<file path="config.mk">
export PLATFORM = sky130hd
export DESIGN_NAME = uart_tx_fifo_flat
export DESIGN_NICKNAME = d
export VERILOG_FILES = /design/src/rtl/uart_tx_fifo_if.sv /design/src/rtl/uart_tx_fifo.sv /design/src/flat_wrapper.sv
export SDC_FILE = /design/constraint.sdc
export NUM_CORES = 1
export LEC_CHECK = 0
export ABC_AREA = 1
export BUFFER_PORTS_ARGS = -buffer_cell sky130_fd_sc_hd__buf_2
export CORE_MARGIN = 2
export CORE_UTILIZATION = 60
export DETAILED_ROUTE_END_ITERATION = 6
export GPL_TIMING_DRIVEN = 0
export HOLD_SLACK_MARGIN = 0.15
export PLACE_DENSITY = 0.87
export SYNTH_ARGS = -nofsm -noshare
export SYNTH_HDL_FRONTEND = slang
export SYNTH_SLANG_ARGS = --single-unit
</file>
<file path="constraint.sdc">
create_clock -name i_clock -period 3.7 [get_ports i_clock]
set_clock_uncertainty 0.05 [all_clocks]
set_input_delay 0.185 -clock i_clock [delete_from_list [all_inputs] [get_ports i_clock]]
set_output_delay 0.185 -clock i_clock [all_outputs]
set_load 0.02 [all_outputs]
</file>
<file path="src/rtl/uart_tx_fifo_if.sv">
// Producer-side 4-phase req/ack channel feeding the UART transmitter FIFO.
// The producer drives req and data; the transmitter answers with ack.
interface uart_tx_fifo_if #(
    parameter int DATA_WIDTH = 8
) ();
    logic                  async_tx_d_req;
    logic [DATA_WIDTH-1:0] async_tx_d;
    logic                  async_tx_d_ack;

    modport master (
        output async_tx_d_req,
        output async_tx_d,
        input  async_tx_d_ack
    );

    modport slave (
        input  async_tx_d_req,
        input  async_tx_d,
        output async_tx_d_ack
    );
endinterface

</file>
<file path="src/rtl/uart_tx_fifo.sv">
// UART transmitter with a small word FIFO fed by an asynchronous 4-phase producer.
// Frames are sent LSB first, optional parity and second stop bit, back-to-back when data waits.
module uart_tx_fifo #(
    parameter int  FREQ       = 100_000,
    parameter int  BAUD_RATE  = 9600,
    parameter int  DATA_WIDTH = 8,
    parameter int  FIFO_DEPTH = 4,
    parameter int  SYNC_STAGE = 2,
    localparam int LVL_W      = $clog2(FIFO_DEPTH + 1)
) (
    input  logic             i_clock,
    input  logic             i_reset,
    uart_tx_fifo_if.slave    s_prod,
    input  logic [3:0]       i_conf,
    output logic             o_tx,
    output logic             o_busy,
    output logic [LVL_W-1:0] o_fifo_level,
    output logic             o_frame_done
);
    localparam int BIT_CYCLES = FREQ / BAUD_RATE;
    localparam int BAUD_W     = $clog2(BIT_CYCLES);
    localparam int BIT_W      = $clog2(DATA_WIDTH);
    localparam int PTR_W      = $clog2(FIFO_DEPTH);

    typedef enum logic [2:0] {
        S_IDLE, S_START, S_DATA, S_PARITY, S_STOP1, S_STOP2
    } state_t;

    logic [SYNC_STAGE-1:0] r_sync;
    logic                  r_ack;
    logic [DATA_WIDTH-1:0] r_mem [FIFO_DEPTH];
    logic [PTR_W-1:0]      r_wr_ptr;
    logic [PTR_W-1:0]      r_rd_ptr;
    logic [LVL_W-1:0]      r_level;

    state_t                r_state;
    logic                  r_tx;
    logic                  r_frame_done;
    logic [BAUD_W-1:0]     r_baud;
    logic [BIT_W-1:0]      r_bit;
    logic [DATA_WIDTH-1:0] r_shift;
    logic [3:0]            r_fconf;
    logic                  r_par;

    logic                  w_req_s;
    logic                  w_full;
    logic                  w_empty;
    logic                  w_push;
    logic                  w_pop;
    logic                  w_bit_end;
    logic                  w_last_stop;
    logic [DATA_WIDTH-1:0] w_head;

    always_ff @(posedge i_clock) begin
        if (i_reset) r_sync[0] <= 1'b0;
        else         r_sync[0] <= s_prod.async_tx_d_req;
    end

    generate
        for (genvar gi = 1; gi < SYNC_STAGE; gi++) begin : g_sync
            always_ff @(posedge i_clock) begin
                if (i_reset) r_sync[gi] <= 1'b0;
                else         r_sync[gi] <= r_sync[gi-1];
            end
        end
    endgenerate

    assign w_req_s = r_sync[SYNC_STAGE-1];
    assign w_full  = (r_level == LVL_W'(FIFO_DEPTH));
    assign w_empty = (r_level == '0);
    // Fullness is judged on the registered level, so a same-cycle pop never frees a slot early.
    assign w_push  = w_req_s & ~r_ack & ~w_full;
    assign w_head  = r_mem[r_rd_ptr];

    always_ff @(posedge i_clock) begin
        if (w_push) r_mem[r_wr_ptr] <= s_prod.async_tx_d;
    end

    always_ff @(posedge i_clock) begin
        if (i_reset) begin
            r_wr_ptr <= '0;
            r_rd_ptr <= '0;
            r_level  <= '0;
            r_ack    <= 1'b0;
        end else begin
            if (w_push) r_wr_ptr <= r_wr_ptr + PTR_W'(1);
            if (w_pop)  r_rd_ptr <= r_rd_ptr + PTR_W'(1);
            if (w_push && !w_pop)      r_level <= r_level + LVL_W'(1);
            else if (!w_push && w_pop) r_level <= r_level - LVL_W'(1);
            if (w_push)                r_ack <= 1'b1;
            else if (!w_req_s && r_ack) r_ack <= 1'b0;
        end
    end

    assign w_bit_end   = (r_baud == BAUD_W'(BIT_CYCLES - 1));
    assign w_last_stop = (r_state == S_STOP2) || (r_state == S_STOP1 && !r_fconf[1]);
    assign w_pop       = i_conf[3] & ~w_empty &
                         ((r_state == S_IDLE) | (w_last_stop & w_bit_end));

    always_ff @(posedge i_clock) begin
        if (i_reset) begin
            r_state      <= S_IDLE;
            r_tx         <= 1'b1;
            r_frame_done <= 1'b0;
            r_baud       <= '0;
            r_bit        <= '0;
            r_shift      <= '0;
            r_fconf      <= '0;
            r_par        <= 1'b0;
        end else begin
            // Raised one cycle early so the pulse lands in the last cycle of the last stop bit.
            r_frame_done <= w_last_stop && (r_baud == BAUD_W'(BIT_CYCLES - 2));
            if (w_pop) begin
                r_state <= S_START;
                r_tx    <= 1'b0;
                r_baud  <= '0;
                r_shift <= w_head;
                r_fconf <= i_conf;
                r_par   <= (^w_head) ^ i_conf[2];
            end else if (r_state == S_IDLE) begin
                r_tx <= 1'b1;
            end else begin
                r_baud <= w_bit_end ? '0 : r_baud + BAUD_W'(1);
                if (w_bit_end) begin
                    case (r_state)
                        S_START: begin
                            r_state <= S_DATA;
                            r_tx    <= r_shift[0];
                            r_shift <= r_shift >> 1;
                            r_bit   <= '0;
                        end
                        S_DATA: begin
                            if (r_bit == BIT_W'(DATA_WIDTH - 1)) begin
                                r_state <= r_fconf[0] ? S_PARITY : S_STOP1;
                                r_tx    <= r_fconf[0] ? r_par : 1'b1;
                            end else begin
                                r_bit   <= r_bit + BIT_W'(1);
                                r_tx    <= r_shift[0];
                                r_shift <= r_shift >> 1;
                            end
                        end
                        S_PARITY: begin
                            r_state <= S_STOP1;
                            r_tx    <= 1'b1;
                        end
                        S_STOP1: begin
                            r_state <= r_fconf[1] ? S_STOP2 : S_IDLE;
                            r_tx    <= 1'b1;
                        end
                        default: begin
                            r_state <= S_IDLE;
                            r_tx    <= 1'b1;
                        end
                    endcase
                end
            end
        end
    end

    assign s_prod.async_tx_d_ack = r_ack;
    assign o_tx         = r_tx;
    assign o_busy       = (r_state != S_IDLE);
    assign o_fifo_level = r_level;
    assign o_frame_done = r_frame_done;
endmodule

</file>
<file path="src/flat_wrapper.sv">
// flat-port wrapper written by rule: the top's interface ports become plain ports
module uart_tx_fifo_flat 
#(
    parameter int  FREQ       = 100_000,
    parameter int  BAUD_RATE  = 9600,
    parameter int  DATA_WIDTH = 8,
    parameter int  FIFO_DEPTH = 4,
    parameter int  SYNC_STAGE = 2,
    localparam int LVL_W      = $clog2(FIFO_DEPTH + 1)
)
  (i_clock, i_reset, i_conf, o_tx, o_busy, o_fifo_level, o_frame_done, s_prod_async_tx_d_req, s_prod_async_tx_d, s_prod_async_tx_d_ack);
  uart_tx_fifo_if #(.DATA_WIDTH(DATA_WIDTH)) s_prod_i ();
  input  logic i_clock;
  input  logic i_reset;
  input  logic [3:0] i_conf;
  output logic o_tx;
  output logic o_busy;
  output logic [LVL_W-1:0] o_fifo_level;
  output logic o_frame_done;
  input wire logic [$bits(s_prod_i.async_tx_d_req)-1:0] s_prod_async_tx_d_req;
  input wire logic [$bits(s_prod_i.async_tx_d)-1:0] s_prod_async_tx_d;
  output wire logic [$bits(s_prod_i.async_tx_d_ack)-1:0] s_prod_async_tx_d_ack;
  assign s_prod_i.async_tx_d_req = s_prod_async_tx_d_req;
  assign s_prod_i.async_tx_d = s_prod_async_tx_d;
  assign s_prod_async_tx_d_ack = s_prod_i.async_tx_d_ack;
  uart_tx_fifo #(.FREQ(FREQ), .BAUD_RATE(BAUD_RATE), .DATA_WIDTH(DATA_WIDTH), .FIFO_DEPTH(FIFO_DEPTH), .SYNC_STAGE(SYNC_STAGE)) u_core (.i_clock(i_clock), .i_reset(i_reset), .s_prod(s_prod_i), .i_conf(i_conf), .o_tx(o_tx), .o_busy(o_busy), .o_fifo_level(o_fifo_level), .o_frame_done(o_frame_done));
endmodule
</file>
* Yosys cells after proc, flatten, opt, wreduce, memory -nomap -nowiden *
Memory sizes are Yosys's and may differ from the RTL's. A register that Yosys moved wholly into a read port is not among the register bits.
Index checks and enable logic that the tools add are counted.

storage, ports and cells
  memories kept = 1
  word-level logic and storage cells = 102
  RAM bits = 32
  output and inout port bits = 7
  bits of input ports = 15
  register bits = 33

operators by class
  mux-type cells = 29
  equality and inequality tests = 14
  $add $sub $neg = 6
  bitwise gates (word level) = 12
  reductions and logical operators = 25

memories
  name          depth  width  read ports  clocked after Yosys merged registers in  wr ports  RTL line            RTL
  u_core.r_mem  4      8      1           1                                        1         uart_tx_fifo.sv:31  logic [DATA_WIDTH-1:0] r_mem [FIFO_DEPTH];

operators by type and width
  kind                                           count
  2-to-1 mux 8 bit                               4
  2-to-1 mux 3 bit                               6
  one-hot mux 8 bit (2 select lines)             1
  == test 3 bit, second input constant           4
  2-to-1 mux 1 bit                               12
  one-hot mux 3 bit (4 select lines)             1
  nonzero test 3 bit                             3
  == test 4 bit, second input constant           2
  nonzero test 2 bit                             4
  XOR reduction 8 bit                            1
  adder 3 x 1 -> 3 bit, second input constant    2
  == test 3 x 2 -> 1 bit, second input constant  2
  logical NOT 3 bit                              2
  one-hot mux 3 bit (2 select lines)             1
  AND reduction 3 bit                            2
  AND 1 bit                                      5
  logical AND 1 bit                              5
  inverter 1 bit                                 5
  AND reduction 5 bit                            1
  adder 2 x 1 -> 2 bit, second input constant    2
  adder 4 x 1 -> 4 bit, second input constant    1
  logical NOT 1 bit                              4
  2-to-1 mux 2 bit                               2
  2-to-1 mux 4 bit                               1
  12 further kinds                               13

* Longest topological paths before layout *
Gate-level depths: netlist (run 1).

  word-level depth = 9
  gate-level depth with buffers = 16

* Least setup slack after synthesis (run 1) *
OpenSTA, ideal clock, no wires.

  path type = register -> register
  from = reg u_core.r_level[0], in the netlist u_core.o_fifo_level[0]
  to = reg u_core.r_level[1], in the netlist u_core.o_fifo_level[1]
  path buffers = 1
  stages on the path, launching flop included = 10
  setup time = 0.116 ns
  data required time = 3.534 ns
  arrival time = 2.024 ns
  setup slack = 1.510 ns
  cells stage by stage = dfxtp_1 nor2_1 a21boi_0 nand2_2 buf_2 ha_1 inv_1 fa_1 o21ai_0 nor2_1

between the ends
  longest elaborated chain between the ends = 7
  elaborated cells on any way between the ends = 16
  those cells by class = add/sub (2); eq/ne (1); mux (2); bitwise (5); reduce/logical (6)

ends and longest elaborated chain
  what                                                    RTL line            RTL
  start, declared                                         uart_tx_fifo.sv:34  logic [LVL_W-1:0] r_level;
  start signal, assigned                                  uart_tx_fifo.sv:88  if (w_push && !w_pop) r_level <= r_level + LVL_W'(1);
  start signal, assigned                                  uart_tx_fifo.sv:89  else if (!w_push && w_pop) r_level <= r_level - LVL_W'(1);
  logical NOT 3 bit                                       uart_tx_fifo.sv:70  assign w_empty = (r_level == '0);
  inverter 1 bit                                          uart_tx_fifo.sv:97  assign w_pop = i_conf[3] & ~w_empty &
  AND 1 bit (2 in series)                                 uart_tx_fifo.sv:97
  logical NOT 1 bit                                       uart_tx_fifo.sv:88
  logical AND 1 bit                                       uart_tx_fifo.sv:88
  2-to-1 mux 3 bit or nonzero test 2 bit (tied branches)  --

Several ways; a longest one is shown, not always the timed one. The select of a mux whose other input is x is not followed.
A chain may end at the register's enable or synchronous reset.

* Worst setup path in the final report (run 1) *
  from = reg u_core.r_fconf[1]
  to = reg u_core.r_level[2], in the netlist u_core.o_fifo_level[2]

between the ends
  longest elaborated chain between the ends = 9
  elaborated cells on any way between the ends = 11
  those cells by class = mux (1); bitwise (3); reduce/logical (7)

ends and longest elaborated chain
  what                                                    RTL line             RTL
  start, declared                                         uart_tx_fifo.sv:42   logic [3:0] r_fconf;
  start signal, assigned                                  uart_tx_fifo.sv:118  r_fconf <= i_conf;
  logical NOT 1 bit (*)                                   uart_tx_fifo.sv:96   assign w_last_stop = (r_state == S_STOP2) || (r_state == S_STOP1 && !r_fconf[1]);
  logical AND 1 bit (*)                                   uart_tx_fifo.sv:96
  logical OR 1 bit (*)                                    uart_tx_fifo.sv:96
  AND 1 bit (*)                                           uart_tx_fifo.sv:98   ((r_state == S_IDLE) | (w_last_stop & w_bit_end));
  OR 1 bit (*)                                            uart_tx_fifo.sv:98
  AND 1 bit (*)                                           uart_tx_fifo.sv:97
  logical NOT 1 bit                                       uart_tx_fifo.sv:88
  logical AND 1 bit                                       uart_tx_fifo.sv:88
  2-to-1 mux 3 bit or nonzero test 2 bit (tied branches)  --

Every way passes the cells marked *; elsewhere a longest branch is shown, timed or not.

==> impl_metrics.toml, run 1 <==
[critical_path]
cp_max_fo = 10
path_class = "reg2reg"
crit_path_start_kind = "register"
crit_required_ns = 3.88
crit_slowest_cell = "fa_1"
path_cells = "inv_1 -> o211ai_1 -> o21ai_2 -> nand2_2 -> buf_2 -> ha_1 -> inv_1 -> fa_1 -> a21oi_1 -> o21ai_0 -> o21ai_0 -> a21oi_1"
slowest_delay_ns = 0.37
ff2ff_path_depth = 12
crit_arrival_ns = 2.61
endpoint_kind = "register"

[sta]
max_clock_freq_mhz = 411.7
relSlewSlack_pct = 39.57
setup_violations = 0
slew_viol_final = 0
worst_slew_pin_slew_ns = 0.9031
rsz0062_at_grt = "no"
min_period_over_period_pct = 65.65
fin_setup_tns_ns = 0
hold_viol = 0
fin_crit_ns = 2.429

[die]
coreArea_mm2 = 0.005075
rows = 26
initial_core_util_pct = 61.71
die_w_um = 76.25
pin_count = 22
die_h_um = 76.25
die-area_mm2 = 0.005813

[global_routing]
grt_antenna_before_repair = 0
grt_pass1_vias = 2402
grt_max_degree = 12
grt_use_total_pct = 22.94
grt_pass1_wl_mm = 10.39
grt_overflow = 0

[drt]
wl_met2_mm = 3.076
dr.max_layer_used = "met4"
drtIter0Drc = 127
drtPass1Iterations = 4
antenna_left = 0
wl_per_cell_um = 12.42
finalWirelength_mm = 6.060
wl_met1_mm = 2.531
viasPerCell = 5.115
vias = 2496
met3_wirelength_um = 300
remaining_drc_errors = 0

[final_layout]
n_antenna_cell = 0
fin_cells = 488
syn_to_final_growth_pct = 16.46
drive_gt1_share_pct = 18.18
nets = 436

[synth]
ys_seq_area_share_pct = 53.06
syn_area_mm2 = 0.003132
synth_edf_count = 32
ys_warn_count = 0
syn_area_per_cell_um2 = 8.510
synthTopCellsByCount = "nand2_1, dfxtp_1, edfxtp_1"
synth_ff_type = "dfxtp_1"
ys_seq_elements = 67
synthTopCellsByArea = "edfxtp_1, dfxtp_1, nand2_1, nand3_1, inv_1"
yosys.area.top_type = "edfxtp_1"
synth.top_cell.area_share_pct = 30.68
async_flop_share_pct = 0
synth_nets = 391
yosysMostFrequentCell = "nand2_1"
synth_cell_types = 33
synthCells = 368

[placed_design]
finalWeightedCongestion = 0.8725
io_buffers = 21
place_inst = 459
hpwlAfterDp_mm = 4.080

[power]
swShare_pct = 37.15
power_frac_clock_pct = 24.3
sequentialPowerShare_pct = 39.9
p_int_mw = 1.497
peakVddDrop_v = 0.0004813
combPwrFrac_pct = 35.8
net-switching-power_mw = 0.8849
p_per_area_mw_per_mm2 = 653.1
p_leak_nw = 1.567

[cts]
numCtsBuffers = 9
cts-root-buf = "clkbuf_8"
clockBufferDepth = 2
clk_latency_ns = 0.34
postCtsSetupRepairBufs = 0
cts_tree = "built"
clkTransAtPathRegs_ns = 0.07
htreeDepth = 3
hold_buffers = 13
cts_sinks = 67
cts_resized = 0

[worst_hold_path]
min_path_type = "in2reg"
min_path_cells = 5

[outcome]
status = "completed"

[job]
maxCapViolCount = 0
metal layers:
metal,global-route usage [%],vias up
met5,0,-
met1,26.42,1135
li1,-,1295
met3,6.043,13
met2,39.38,53
met4,11.64,0
critical path: cells and delay by family (launching register included):
kind                       cells  cell delay (ns)
and+or+nand+nor                1             0.18
DFF                            1             0.33
adders and majority gates      2             0.54
buffers and inverters          3             0.37
AOI/OAI and AO/OA              6             0.84
cell usage in the layout (no fill, tap or decap), drive strengths merged, types with 13 or more instances in the layout:
cell,netlist,layout
nand2,135,135
inv,37,37
dfxtp,35,35
edfxtp,32,32
buf,8,29
nor2,27,27
nand3,25,25
o21ai,22,22
a21oi,14,14
clkbuf,2,14
dlygate4sd3,0,13
power by group through the flow:
| stage | Sequential, mW | Clock, mW | Combinational [mW] |
|---|---|---|---|
| detailed placement | 0.965 | 0 | 0.837 |
| finish | 0.950 | 0.579 | 0.852 |
| CTS | 0.950 | 0.592 | 0.856 |
| floorplan | 0.975 | 0 | 0.652 |
| global route | 0.964 | 0.619 | 0.985 |
| global placement | 0.962 | 0 | 0.814 |
sequential cells by signal, indices dropped and copies added, names as in the netlist, 2 cells and up, named ones only:
register             flops
u_core.r_rd_ptr          2
u_core.r_mem            32
u_core.r_wr_ptr          2
u_core.r_fconf           2
u_core.r_bit             3
u_core.r_state           3
u_core.o_fifo_level      3
u_core.r_baud            4
u_core.r_shift           8
cells by family (layout without fill, tap and decap cells):
group                    count (synthesis)  after routing  share of synthesized area (%)
flip-flops                              67             67                          53.06
adder cells (fa/ha/maj)                  8              8                          3.436
AND/OR/NAND/NOR                        193            193                          26.29
AO/OA/AOI/OAI                           51             51                          9.509
XOR/XNOR                                 1              1                         0.2797
buffers and inverters                   48             98                          7.431
final timing paths:
check	endpoint	slack, ns	start
worst max-delay path	u_core.o_fifo_level[2]$_SDFFE_PP0P_	1.27	u_core.r_fconf[1]$_SDFFE_PP0N_
worst min-delay path	u_core.r_par$_SDFFE_PP0N_	0.23	i_conf[2]
worst max register to register	u_core.o_fifo_level[2]$_SDFFE_PP0P_	1.27	u_core.r_fconf[1]$_SDFFE_PP0N_
worst min register to register	u_core.w_req_s$_SDFF_PP0_	0.38	u_core.r_sync[0]$_SDFF_PP0_
cell type report:
| cell class | count | area (um2) |
|---|---|---|
| fill | 391 | 1428 |
| clock buffer | 12 | 170.2 |
| multi-input combinational | 253 | 1237 |
| sequential | 67 | 1662 |
| buffer | 10 | 82.58 |
| inverter | 38 | 150.1 |
| clock inverter | 4 | 22.52 |
| timing repair buffer | 34 | 235.2 |
| tap | 70 | 87.58 |
per-stage QoR:
stage	util (%)	area, um2	setup slack, ns	power (mW)	hold WS [ns]
2_1_floorplan	-	3132	1.510	1.627	0.2041
3_3_place_gp	65.51	3324	1.294	1.775	0.3415
3_5_place_dp	65.51	3324	1.276	1.802	0.3538
4_1_cts	71.87	3647	1.272	2.399	0.2172
5_1_grt	71.87	3647	1.063	2.568	0.2914
6_report	71.87	3647	1.271	2.382	0.2333
No activity file was read; power rests on OpenSTA's default activity.
==> inputs of run 2 (changes only) <==
--- a/config.mk
+++ b/config.mk
@@ -5,14 +5,14 @@
 export SDC_FILE = /design/constraint.sdc
 export NUM_CORES = 1
 export LEC_CHECK = 0
-export ABC_AREA = 1
+export ABC_AREA = 0
 export BUFFER_PORTS_ARGS = -buffer_cell sky130_fd_sc_hd__buf_2
 export CORE_MARGIN = 2
-export CORE_UTILIZATION = 60
+export CORE_UTILIZATION = 59
 export DETAILED_ROUTE_END_ITERATION = 6
 export GPL_TIMING_DRIVEN = 0
 export HOLD_SLACK_MARGIN = 0.15
-export PLACE_DENSITY = 0.87
+export PLACE_DENSITY = 0.86
 export SYNTH_ARGS = -nofsm -noshare
 export SYNTH_HDL_FRONTEND = slang
 export SYNTH_SLANG_ARGS = --single-unit
==> constraint.sdc (replaced) <==
create_clock -name i_clock -period 2.5 [get_ports i_clock]
set_clock_uncertainty 0.05 [all_clocks]
set_input_delay 0.125 -clock i_clock [delete_from_list [all_inputs] [get_ports i_clock]]
set_output_delay 0.125 -clock i_clock [all_outputs]
set_load 0.02 [all_outputs]
==> impl_metrics.toml, run 2 <==
[sta]
relSlewSlack_pct = 61.71
fin_crit_ns = 2.462
worst_slew_pin_slew_ns = 0.5743
hold_viol = 0
fin_ws_ns = 0.03768
holdWs_ns = 0.2575
rsz0062_at_grt = "yes"
setup_violations = 0
slew_viol_final = 0
max_clock_freq_mhz = 406.1
fin_setup_tns_ns = 0
min_period_over_period_pct = 98.49

[final_layout]
finish.utilization_pct = 72.88
syn_to_final_growth_pct = 20.73
top_register = "u_core.r_mem"
mostFrequentLayoutCell = "edfxtp_1"
n_antenna_cell = 0
top_regs = "u_core.r_mem x32, u_core.r_shift x8, u_core.r_baud x4"
layout_common_cells = "edfxtp_1, dfxtp_1, buf_2"
drive_gt1_share_pct = 25.77
nets = 309
largest_register_ff_count = 32
fillers = 331
fin_cells = 361

[cts]
cts_tree = "built"
clockBufferDepth = 2
cts-root-buf = "clkbuf_8"
clk_latency_ns = 0.34
cts_sinks = 67
numCtsBuffers = 9
clkTransAtPathRegs_ns = 0.08
htreeDepth = 3

[synth]
yosys.area.top_type = "edfxtp_1"
ys_seq_elements = 67
synth_cell_types = 51
synthTopCellsByCount = "dfxtp_1, edfxtp_1, nor2_1"
ys_warn_count = 0
syn_area_mm2 = 0.003024
syn_area_per_cell_um2 = 12.71
synth.top_cell.area_share_pct = 31.77
async_flop_share_pct = 0
synth_edf_count = 32
ys_seq_area_share_pct = 54.94
synth_nets = 261
synth_ff_type = "dfxtp_1"
synthTopCellsByArea = "edfxtp_1, dfxtp_1, mux4_1, mux2i_1, ha_1"
yosysMostFrequentCell = "dfxtp_1"
synthCells = 238

[die]
die-area_mm2 = 0.005715
rows = 26
die_h_um = 75.60
coreArea_mm2 = 0.005010
initial_core_util_pct = 60.36
pin_count = 22
die_w_um = 75.60

[critical_path]
crit_path_start_kind = "register"
regToRegStartpoint = "u_core.r_baud[0]$_SDFFE_PP0P_"
cp_max_fo = 10
endpoint_kind = "register"
rrSetupSlack_ns = 0.04
ff2ff_path_depth = 11
crit_arrival_ns = 2.68
crit_required_ns = 2.72
rr_endpoint = "u_core.o_fifo_level[2]$_SDFFE_PP0P_"
path_class = "reg2reg"

[placed_design]
place_ws_ns = -0.2506
io_buffers = 20
place_inst = 328
finalWeightedCongestion = 0.8923
hpwlAfterDp_mm = 3.841

[global_routing]
grt_max_degree = 15
grt_pass1_vias = 1983
grt_pass1_wl_mm = 9.328
grt_overflow = 0
grt_antenna_before_repair = 0
grt_use_total_pct = 23.11

[drt]
drtIter0Drc = 117
wl_per_cell_um = 16.12
finalWirelength_mm = 5.819
viasPerCell = 5.620
remaining_drc_errors = 0
drtPass1Iterations = 5
vias = 2029
antenna_left = 0

[power]
peakVddDrop_v = 0.0006200
p_leak_nw = 1.297
p_per_area_mw_per_mm2 = 917.1

[worst_hold_path]
min_to = "u_core.r_baud[0]$_SDFFE_PP0P_"
min_path_cells = 5
min_path_type = "in2reg"
hold_path_startpoint = "i_conf[3]"

[job]
maxCapViolCount = 0

[outcome]
status = "completed"
[run 2: repair_timing]
| item | in CTS | in global routing |
|---|---|---|
| endpoints found under the setup margin | 2 | 7 |
| pin swaps | 4 | 1 |
| hold buffers | 12 | 0 |
| endpoints found under the hold margin | 36 | 0 |
| buffers inserted | 6 | 1 |
| gates resized for setup | 9 | 4 |
[run 2: how the worst max path moves through the flow]
stage                                          end  slack, ns                           from
6_report       u_core.o_fifo_level[2]$_SDFFE_PP0P_       0.04  u_core.r_baud[0]$_SDFFE_PP0P_
5_1_grt        u_core.o_fifo_level[2]$_SDFFE_PP0P_      -0.06  u_core.r_baud[0]$_SDFFE_PP0P_
4_1_cts        u_core.o_fifo_level[2]$_SDFFE_PP0P_       0.01  u_core.r_baud[0]$_SDFFE_PP0P_
3_5_place_dp   u_core.o_fifo_level[2]$_SDFFE_PP0P_      -0.25  u_core.r_baud[2]$_SDFFE_PP0P_
3_3_place_gp   u_core.o_fifo_level[2]$_SDFFE_PP0P_      -0.18  u_core.r_baud[2]$_SDFFE_PP0P_
2_1_floorplan  u_core.o_fifo_level[2]$_SDFFE_PP0P_       0.01  u_core.r_baud[2]$_SDFFE_PP0P_
[run 2: metrics by stage]
stage          cell area [um2]  total power, mW
6_report                  3651            3.348
2_1_floorplan             3059            2.166
5_1_grt                   3651            3.527
4_1_cts                   3630            3.340
3_3_place_gp              3247            2.345
3_5_place_dp              3247            2.386
[run 2: area by class of cell]
class | instances | area (um2) | area share, %
Clock inverter | 7 | 80.08 | 2.193
Inverter | 11 | 41.29 | 1.131
Clock buffer | 9 | 123.9 | 3.393
Tap cell | 70 | 87.58 | 2.399
Multi-Input combinational cell | 149 | 1304 | 35.71
Buffer | 9 | 67.56 | 1.851
Sequential cell | 67 | 1674 | 45.85
Timing Repair Buffer | 39 | 272.8 | 7.471
[run 2: power breakdown]
part	internal (mW)	total (mW)	switching, mW	leakage, nW
registers	1.27	1.38	0.108	0.578
clock network	0.474	0.914	0.441	0.0973
logic	0.508	1.05	0.543	0.622
[run 2: routing by layer]
| metal | global-route usage [%] | vias to the layer above | wire length [um] |
|---|---|---|---|
| li1 | - | 982 | - |
| met1 | 27.15 | 972 | 2416 |
| met2 | 39.52 | 62 | 3046 |
| met3 | 7.275 | 13 | 246 |
| met4 | 9.357 | 0 | 109 |
| met5 | 0 | - | 0 |
[run 2: worst max-delay path: stages, from the launching register on]
cell and delay [ns]:
dfxtp_4 0.37, and4bb_2 0.27, a31oi_4 0.19, nor2_1 0.08, buf_6 0.16, inv_2 0.08, ha_4 0.13, inv_1 0.05
fa_1 0.37, xor2_1 0.17, or3_1 0.34, a21oi_1 0.15
[run 2: cell families after synthesis]
logic type | share of synthesized area (%)
adder cells (fa/ha/maj) | 3.558
AND/OR/NAND/NOR | 13.24
flip-flops | 54.94
multiplexers | 9.681
buffers and inverters | 3.806
XOR/XNOR | 4.179
AO/OA/AOI/OAI | 10.59
==> inputs of run 3 (changes only) <==
--- a/config.mk
+++ b/config.mk
@@ -5,7 +5,7 @@
 export SDC_FILE = /design/constraint.sdc
 export NUM_CORES = 1
 export LEC_CHECK = 0
-export ABC_AREA = 0
+export ABC_AREA = 1
 export BUFFER_PORTS_ARGS = -buffer_cell sky130_fd_sc_hd__buf_2
 export CORE_MARGIN = 2
 export CORE_UTILIZATION = 59
==> constraint.sdc (replaced) <==
create_clock -name i_clock -period 2.55 [get_ports i_clock]
set_clock_uncertainty 0.05 [all_clocks]
set_input_delay 0.1275 -clock i_clock [delete_from_list [all_inputs] [get_ports i_clock]]
set_output_delay 0.1275 -clock i_clock [all_outputs]
set_load 0.02 [all_outputs]
==> impl_metrics.toml, run 3 (same netlist as run 1, synthesis figures left out) <==
[final_layout]
layout_common_cells = "nand2_1, dfxtp_1, edfxtp_1"
syn_to_final_growth_pct = 18.46
multi_input_area_mm2 = 0.001242
fillers = 367
drive_gt1_share_pct = 19.00
top_regs = "u_core.r_mem x32, u_core.r_shift x8, u_core.r_baud x4"
nets = 439
largest_register_ff_count = 32
n_antenna_cell = 0
top_register = "u_core.r_mem"
mostFrequentLayoutCell = "nand2_1"
seq_area_mm2 = 0.001663

[worst_hold_path]
min_to = "u_core.r_par$_SDFFE_PP0N_"
min_path_cells = 5
hold_path_startpoint = "i_conf[2]"
min_path_type = "in2reg"

[critical_path]
slowest_delay_ns = 0.38
crit_family = "compound AO/OA/AOI/OAI gates"
path_class = "reg2reg"
cp_max_fo = 10
endpoint_kind = "register"
rr_endpoint = "u_core.o_fifo_level[2]$_SDFFE_PP0P_"
crit_path_start_kind = "register"
crit_required_ns = 2.74
regToRegStartpoint = "u_core.r_fconf[1]$_SDFFE_PP0N_"
ff2ff_path_depth = 12
worst-path-buf-inv = 3
path_cells = "inv_1 -> o211ai_1 -> o21ai_2 -> nand2_4 -> buf_4 -> ha_1 -> inv_1 -> fa_1 -> a21oi_1 -> o21ai_0 -> o21ai_1 -> a21oi_1"
crit_arrival_ns = 2.53
crit_slowest_cell = "fa_1"
rrSetupSlack_ns = 0.21

[die]
coreArea_mm2 = 0.005107
die_w_um = 76.86
initial_core_util_pct = 61.32
die-area_mm2 = 0.005907
pin_count = 22
die_h_um = 76.86
rows = 26

[drt]
dr.max_layer_used = "met4"
wl_met2_mm = 3.211
met3_wirelength_um = 225
antenna_left = 0
wl_per_cell_um = 12.86
viasPerCell = 5.187
drtIter0Drc = 186
vias = 2547
wl_met1_mm = 2.706
drtPass1Iterations = 5
finalWirelength_mm = 6.315
remaining_drc_errors = 0

[power]
peakVddDrop_v = 0.0007494
p_leak_nw = 1.601
sequentialPowerShare_pct = 37.5
net-switching-power_mw = 1.343
combPwrFrac_pct = 35.3
p_per_area_mw_per_mm2 = 994.4
power_frac_clock_pct = 27.2
swShare_pct = 36.42
p_int_mw = 2.345

[cts]
clk_latency_ns = 0.35
cts_sinks = 67
htreeDepth = 3
numCtsBuffers = 9
cts_tree = "built"
cts-root-buf = "clkbuf_8"
clockBufferDepth = 2
clkTransAtPathRegs_ns = 0.08

[sta]
relSlewSlack_pct = 39.46
slew_viol_final = 0
min_period_over_period_pct = 91.80
fin_setup_tns_ns = 0
hold_viol = 0
fin_ws_ns = 0.2090
max_clock_freq_mhz = 427.2
fin_crit_ns = 2.341
setup_violations = 0
worst_slew_pin_slew_ns = 0.9048

[placed_design]
io_buffers = 21
place_ws_ns = 0.05155
finalWeightedCongestion = 0.8754
hpwlAfterDp_mm = 4.078

[global_routing]
grt_overflow = 0
grt_pass1_vias = 2433
grt_antenna_before_repair = 0
grt_max_degree = 13
grt_pass1_wl_mm = 10.40
grt_use_total_pct = 22.53

[outcome]
status = "completed"

[job]
maxCapViolCount = 0
[run 3: changes by cell type in the layout (fill, tap and decap cells not counted), moves of 9 or more]
cell     previous run  this run
nand2_1             8       122
nand3_1             5        25
inv_1              10        26
nand2_2             0        12
inv_2               1        10
mux2i_1             9         0
[run 3: tightest hold or removal path, cell delays in order]
cell and delay [ns]:
buf_2 0.11, nand3_1 0.09, nand3_1 0.08, nand2_1 0.08, a21oi_2 0.04
[run 3: worst max-delay path by stage]
stage	endpoint	from	cells after the start	slack, ns
finish	u_core.o_fifo_level[2]$_SDFFE_PP0P_	u_core.r_fconf[1]$_SDFFE_PP0N_	12	0.21
global route	u_core.o_fifo_level[2]$_SDFFE_PP0P_	u_core.r_fconf[1]$_SDFFE_PP0N_	12	-0.004
CTS	u_core.o_fifo_level[2]$_SDFFE_PP0P_	u_core.r_state[0]$_SDFFE_PP0P_	11	0.01
detailed placement	u_core.o_fifo_level[2]$_SDFFE_PP0P_	u_core.r_state[0]$_SDFFE_PP0P_	11	0.05
global placement	u_core.o_fifo_level[2]$_SDFFE_PP0P_	u_core.r_fconf[1]$_SDFFE_PP0N_	12	0.14
floorplan	u_core.o_fifo_level[1]$_SDFFE_PP0P_	u_core.o_fifo_level[0]$_SDFFE_PP0P_	9	0.36
[run 3: stage by stage]
stage / utilization (%) / power (mW) / instances / hold WS [ns] / cell area (um2)
4_1_cts: 72.02 / 3.633 / 488 / 0.1674 / 3679
2_1_floorplan: - / 2.360 / 368 / 0.1466 / 3132
3_3_place_gp: 65.09 / 2.581 / 459 / 0.2799 / 3324
6_report: 72.64 / 3.689 / 491 / 0.1733 / 3710
3_5_place_dp: 65.09 / 2.623 / 459 / 0.2925 / 3324
5_1_grt: 72.64 / 3.921 / 491 / 0.2229 / 3710
[run 3: cell type report]
| class | instances | area share, % |
|---|---|---|
| Clock inverter | 6 | 2.327 |
| Multi-Input combinational cell | 253 | 33.49 |
| Timing Repair Buffer | 37 | 6.948 |
| Buffer | 10 | 2.293 |
| Sequential cell | 67 | 44.82 |
| Tap cell | 70 | 2.361 |
| Clock buffer | 10 | 3.710 |
| Inverter | 38 | 4.047 |
[run 3: what timing repair did]
item                                   4_1_cts  5_1_grt
endpoints found under the hold margin       39        0
buffers inserted                             0        3
hold buffers                                13        0
gates resized for setup                      0        5
setup endpoints to repair                    0        2
[run 3: power groups by stage]
stage / Combinational, mW / Clock, mW / Sequential, mW
5_1_grt: 1.47 / 1.05 / 1.40
3_3_place_gp: 1.19 / 0 / 1.39
2_1_floorplan: 0.945 / 0 / 1.41
3_5_place_dp: 1.22 / 0 / 1.40
4_1_cts: 1.25 / 1.01 / 1.38
6_report: 1.30 / 1.00 / 1.38
[run 3: per-layer routing]
layer,GRT usage [%],up-vias
li1,-,1304
met1,25.59,1162
met2,39.12,63
met3,4.118,18
met4,14.00,0
met5,0,-
